$ cat config.mk
export PLATFORM = sky130hd
export DESIGN_NAME = time_bin_histogram
export DESIGN_NICKNAME = d
export VERILOG_FILES = /design/src/rtl/time_bin_histogram.sv
export SDC_FILE = /design/constraint.sdc
export NUM_CORES = 2
export LEC_CHECK = 0
export BUFFER_PORTS_ARGS = -buffer_cell sky130_fd_sc_hd__buf_2
export CORE_MARGIN = 2
export CORE_UTILIZATION = 55
export CTS_BUF_LIST = sky130_fd_sc_hd__clkbuf_4
export CTS_CLUSTER_DIAMETER = 60
export DETAILED_ROUTE_END_ITERATION = 7
export PLACE_DENSITY = 0.81
export SETUP_SLACK_MARGIN = 0.5
export SYNTH_ARGS = -nofsm -noshare
export SYNTH_HDL_FRONTEND = slang
export SYNTH_SLANG_ARGS = --single-unit
$ cat constraint.sdc
create_clock -name clk -period 11.9 [get_ports clk]
set_input_delay 2.38 -clock clk [delete_from_list [all_inputs] [get_ports clk]]
set_output_delay 2.38 -clock clk [all_outputs]
set_load 0.1 [all_outputs]
$ cat src/rtl/time_bin_histogram.sv
// Time-bin histogram: per-bin saturating counters with clear sweep
// and a valid/ready readout stream.
module time_bin_histogram #(
  parameter int NUM_BINS   = 128,
  parameter int BIN_ADDR_W = 7,
  parameter int COUNT_W    = 16
) (
  input  logic                  clk,
  input  logic                  rst,
  input  logic [1:0]            cmd,
  input  logic                  hit_valid,
  input  logic [BIN_ADDR_W-1:0] hit_bin,
  output logic                  rd_valid,
  input  logic                  rd_ready,
  output logic [COUNT_W-1:0]    rd_data,
  output logic [BIN_ADDR_W-1:0] rd_bin,
  output logic                  rd_last,
  output logic                  busy,
  output logic                  sat_flag,
  output logic [15:0]           drop_count
);

  typedef enum logic [1:0] {
    S_CLEAR,
    S_ACCUM,
    S_READ
  } state_e;

  localparam logic [BIN_ADDR_W-1:0] LAST_IDX =
    BIN_ADDR_W'(NUM_BINS - 1);
  localparam logic [BIN_ADDR_W:0] NB_EXT =
    (BIN_ADDR_W + 1)'(NUM_BINS);
  localparam logic [COUNT_W-1:0] CNT_MAX = '1;
  localparam logic [15:0] DROP_MAX = 16'hFFFF;

  state_e                  state_q, state_d;
  // One index serves both the clear sweep and the readout walk.
  logic [BIN_ADDR_W-1:0]   idx_q, idx_d;
  logic                    sat_q, sat_d;
  logic [15:0]             drop_q, drop_d;
  logic [15:0]             drop_base;
  logic [COUNT_W-1:0]      bins_q [NUM_BINS];

  logic                    in_range;
  logic                    idx_last;
  logic                    first_clr;
  logic                    do_inc;
  logic                    do_drop;
  logic [COUNT_W-1:0]      cur_cnt;
  logic [COUNT_W-1:0]      inc_cnt;

  assign in_range  = {1'b0, hit_bin} < NB_EXT;
  assign idx_last  = idx_q == LAST_IDX;
  assign first_clr = (state_q == S_CLEAR) && (idx_q == '0);

  // Saturating increment of the addressed bin; a fresh read every
  // cycle keeps back-to-back hits to one bin from losing updates.
  assign cur_cnt = bins_q[hit_bin];
  assign inc_cnt = (cur_cnt == CNT_MAX) ? cur_cnt
                                        : cur_cnt + 1'b1;

  // Next state, index, sticky flag and drop counter.
  always_comb begin
    state_d = state_q;
    idx_d   = idx_q;
    do_inc  = 1'b0;
    do_drop = 1'b0;
    unique case (state_q)
      S_CLEAR: begin
        do_drop = hit_valid;
        idx_d   = idx_q + 1'b1;
        if (idx_last) begin
          state_d = S_ACCUM;
          idx_d   = '0;
        end
      end
      S_ACCUM: begin
        do_inc  = hit_valid && in_range;
        do_drop = hit_valid && !in_range;
        if (cmd == 2'b01) begin
          state_d = S_CLEAR;
          idx_d   = '0;
        end else if (cmd == 2'b10) begin
          state_d = S_READ;
          idx_d   = '0;
        end
      end
      S_READ: begin
        do_drop = hit_valid;
        if (rd_ready) begin
          idx_d = idx_q + 1'b1;
          if (idx_last) begin
            state_d = S_ACCUM;
            idx_d   = '0;
          end
        end
      end
      default: begin
        state_d = S_CLEAR;
        idx_d   = '0;
      end
    endcase
    drop_base = first_clr ? 16'h0 : drop_q;
    drop_d    = drop_base;
    if (do_drop && (drop_base != DROP_MAX)) begin
      drop_d = drop_base + 16'h1;
    end
    sat_d = first_clr ? 1'b0
          : (sat_q | (do_inc && (inc_cnt == CNT_MAX)));
  end

  // Control registers; reset restarts the clear sweep at bin 0.
  always_ff @(posedge clk or posedge rst) begin
    if (rst) begin
      state_q <= S_CLEAR;
      idx_q   <= '0;
      sat_q   <= 1'b0;
      drop_q  <= 16'h0;
    end else begin
      state_q <= state_d;
      idx_q   <= idx_d;
      sat_q   <= sat_d;
      drop_q  <= drop_d;
    end
  end

  // Bin storage: zeroed by the sweep, bumped by in-range hits.
  always_ff @(posedge clk) begin
    if (state_q == S_CLEAR) begin
      bins_q[idx_q] <= '0;
    end else if (do_inc) begin
      bins_q[hit_bin] <= inc_cnt;
    end
  end

  assign busy       = state_q != S_ACCUM;
  assign rd_valid   = state_q == S_READ;
  assign rd_bin     = rd_valid ? idx_q : '0;
  assign rd_last    = rd_valid && idx_last;
  assign rd_data    = rd_valid ? bins_q[idx_q] : '0;
  assign sat_flag   = sat_q;
  assign drop_count = drop_q;

endmodule

==> results.py <==
metrics = {
    "floorplan": {
        "die_w_um": 425.7,
        "die-area_um2": 181200,
        "design.core.area_um2": 176500,
        "die_h_um": 425.7,
        "initial_core_util_pct": 55.41,
        "ios": 56,
        "placementRows": 154,
    },
    "grt": {
        "grt_pass1_wl_um": 422900,
        "grt_usage_pct": 33.10,
        "gr-total-overflow": 0,
        "antenna_found_initial": 22,
        "grt_pass1_vias": 60130,
        "grt_max_degree": 130,
    },
    "setup_path": {
        "critPathCaptureType": "primary output",
        "crit_arrival_ns": 7.56,
        "worst_path_dominant_cell_family": "compound AO/OA/AOI/OAI gates",
        "cp_num_buf_inv": 3,
        "crit_fanout": 42,
        "crit_path_cell_trace": "buf_4 -> buf_4 -> mux4_2 -> a211oi_1 -> nor3_1 -> o32ai_1 -> nor2_1 -> a21oi_1 -> nor2_1 -> buf_2",
        "slowest_stage": "o32ai_1",
        "max_stage_delay_ns": 1.16,
        "path_class": "flip-flop to primary output",
        "critPathLaunchType": "flip-flop",
        "cp_data_required_time_ns": 9.52,
    },
    "logic_synthesis": {
        "synth-seq-cells": 2074,
        "yosys_most_used_dff": "edfxtp_1",
        "synth-edff-count": 2048,
        "syn_area_um2": 97790,
        "seq_area_frac_synth_pct": 63.55,
        "yosysWarnings": 0,
        "synth.distinct_cells": 75,
        "postSynth.asyncResetShare_pct": 1.254,
        "synthCells": 5150,
        "mappedNetlistNets": 5167,
        "avgSynthCellArea_um2": 18.99,
    },
    "timing": {
        "setup_ws_ns": 1.963,
        "tns_ns": 0,
        "max-slew-margin-rel_pct": 8.026,
        "period_needed_ns": 9.937,
        "max_freq_mhz": 100.6,
        "min_period_over_period_pct": 83.50,
        "setup_violations": 0,
        "rsz0062_at_grt": "false",
        "hold_violations": 0,
        "slew_violations": 0,
        "worst-slew-pin-transition_ns": 1.375,
        "finalClockSkew_ns": 0.1019,
    },
    "routing": {
        "dr.pass1.iters": 8,
        "ant_nets": 0,
        "drt-initial-drc-count": 10680,
        "drc_errors": 0,
        "post_drt_via_cell_ratio": 7.402,
        "route.vias.total": 60980,
        "wl_per_cell_um": 36.24,
        "wl_um": 298500,
    },
    "layout": {
        "nNetsFinal": 5563,
        "layout_common_cells": "2048 x edfxtp_1, 912 x mux4_2, 755 x clkbuf_4",
        "area_growth_pct": 10.16,
        "final_common_cell": "edfxtp_1",
        "drive_above_1_share_pct": 36.88,
    },
    "power_and_ir_drop": {
        "p_leak_nw": 35.56,
        "peakVddDrop_mv": 0.2175,
        "switchingPower_mw": 7.163,
        "seqPwrFrac_pct": 40.9,
        "power.density_nw_per_um2": 195.8,
        "p_int_mw": 13.93,
        "power_frac_comb_pct": 30.8,
        "p_clk_share_pct": 28.3,
        "p_sw_share_pct": 33.96,
    },
    "cts": {
        "tritoncts": "yes",
        "cts_root_buf": "clkbuf_4",
        "clkTransAtPathRegs_ns": 0.06,
        "clock-sinks": 2074,
        "h-tree-depth": 6,
        "cts_buffers": 543,
        "insertion_delay_ns": 1.41,
        "cts_setup_buffers": 0,
        "clock_path_buffers": 4,
        "ctsHoldBuffers": 0,
        "cts-resized-gates": 0,
    },
    "min_path": {
        "holdCritPathClass": "flip-flop to flip-flop",
    },
    "flow_run": {
        "drv_cap": 0,
    },
    "placed_design": {
        "place_ws_ns": 2.790,
        "place_congestion": 1.006,
        "hpwl_um": 175600,
        "port_buffers": 55,
    },
    "outcome": {
        "status": "finished, final reports clean",
    },
}
[synth_stat cells, drive strengths merged, types with 17 or more instances]
library cell     n  area (um2)
clkbuf         215       810.8
xnor2           17       148.9
nor4            18       125.1
dfrtp           26       650.6
mux4           912       20540
o221ai          89       779.5
and2            19       121.4
buf            198        1464
a21oi          137       685.7
inv             17       63.81
nor3            82       410.4
a211oi          74       555.5
o21ai           26       130.1
nor2           209       784.5
a22oi          103       773.2
edfxtp        2048       61500
mux2i          549        5507
and3            20       130.1
o22ai          119       744.5
nand3           26       130.1
nand2           68       255.2
[metrics by stage]
step / total power, mW / cell area (um2) / instances / hold WS, ns / util (%)
after floorplan: 12.88 / 97810 / 5150 / 0.5509 / -
after global placement: 14.85 / 101200 / 7340 / 0.5325 / 57.35
after detailed placement: 14.94 / 101200 / 7340 / 0.5637 / 57.35
after CTS: 20.81 / 107600 / 8225 / 0.5804 / 60.99
after global routing: 21.64 / 107700 / 8233 / 0.6017 / 61.03
final: 21.09 / 107700 / 8238 / 0.5702 / 61.04
[final cells by class]
class	instances	area [um2]
Clock inverter	130	747.0
Fill cell	12110	68770
Timing Repair Buffer	264	2064
Tap cell	2340	2928
Antenna cell	12	30.03
Inverter	18	77.57
Multi-Input combinational cell	2645	34050
Clock buffer	755	5668
Sequential cell	2074	62170
[cells by family (layout without fill, tap and decap cells)]
| kind of cell | Yosys count | in the layout | share of synthesized area (%) |
|---|---|---|---|
| simple gates | 521 | 521 | 2.604 |
| fa+ha+maj | 4 | 4 | 0.05118 |
| buf+inv | 431 | 1167 | 2.395 |
| other cells | 0 | 12 | 0 |
| xor+xnor | 24 | 24 | 0.2149 |
| flops | 2074 | 2074 | 63.55 |
| compound gates | 628 | 628 | 4.468 |
| mux | 1468 | 1468 | 26.71 |
[final timing paths]
kind                                           from                  endpoint  slack [ns]  cells past startpoint
setup / recovery               idx_q[0]$_DFFE_PP0P_                rd_data[9]        1.96                     10
hold reg to reg            drop_count[14]$_DFF_PP0_  drop_count[14]$_DFF_PP0_        0.57                      2
hold / removal             drop_count[14]$_DFF_PP0_  drop_count[14]$_DFF_PP0_        0.57                      2
max in group asynchronous                       rst      idx_q[1]$_DFFE_PP0P_       10.33                      3
setup reg to reg               idx_q[0]$_DFFE_PP0P_  drop_count[15]$_DFF_PP0_        6.03                     13
min in group asynchronous                       rst  drop_count[15]$_DFF_PP0_        1.10                      3
[power by group through the flow]
stage | Clock, mW | Combinational, mW | Sequential, mW
after global placement | 0 | 6.10 | 8.75
after global routing | 6.37 | 6.63 | 8.64
after floorplan | 0 | 4.18 | 8.70
after detailed placement | 0 | 6.17 | 8.77
final | 5.98 | 6.49 | 8.62
after CTS | 6.00 | 6.19 | 8.62
[state kept, by name, summed over array words and instances (netlist names)]
signal and flops:
sat_flag 1, drop_count 16, idx_q 7, bins_q 2048, state_q 2
[worst register-to-register path: cells and delay by family, from the launching register on]
family	cells	cell delay (ns)
compound gates	1	0.38
flops	1	0.83
fa+ha+maj	2	0.44
xor+xnor	1	0.14
buf+inv	2	0.90
simple gates	7	3.05
[metal layers]
layer / wire, um / GRT usage (%)
met3: 51650 / 13.22
met5: 298 / 0.4497
met2: 131000 / 46.99
met1: 93950 / 42.66
met4: 21660 / 21.04
No activity file was read; power rests on OpenSTA's default activity.
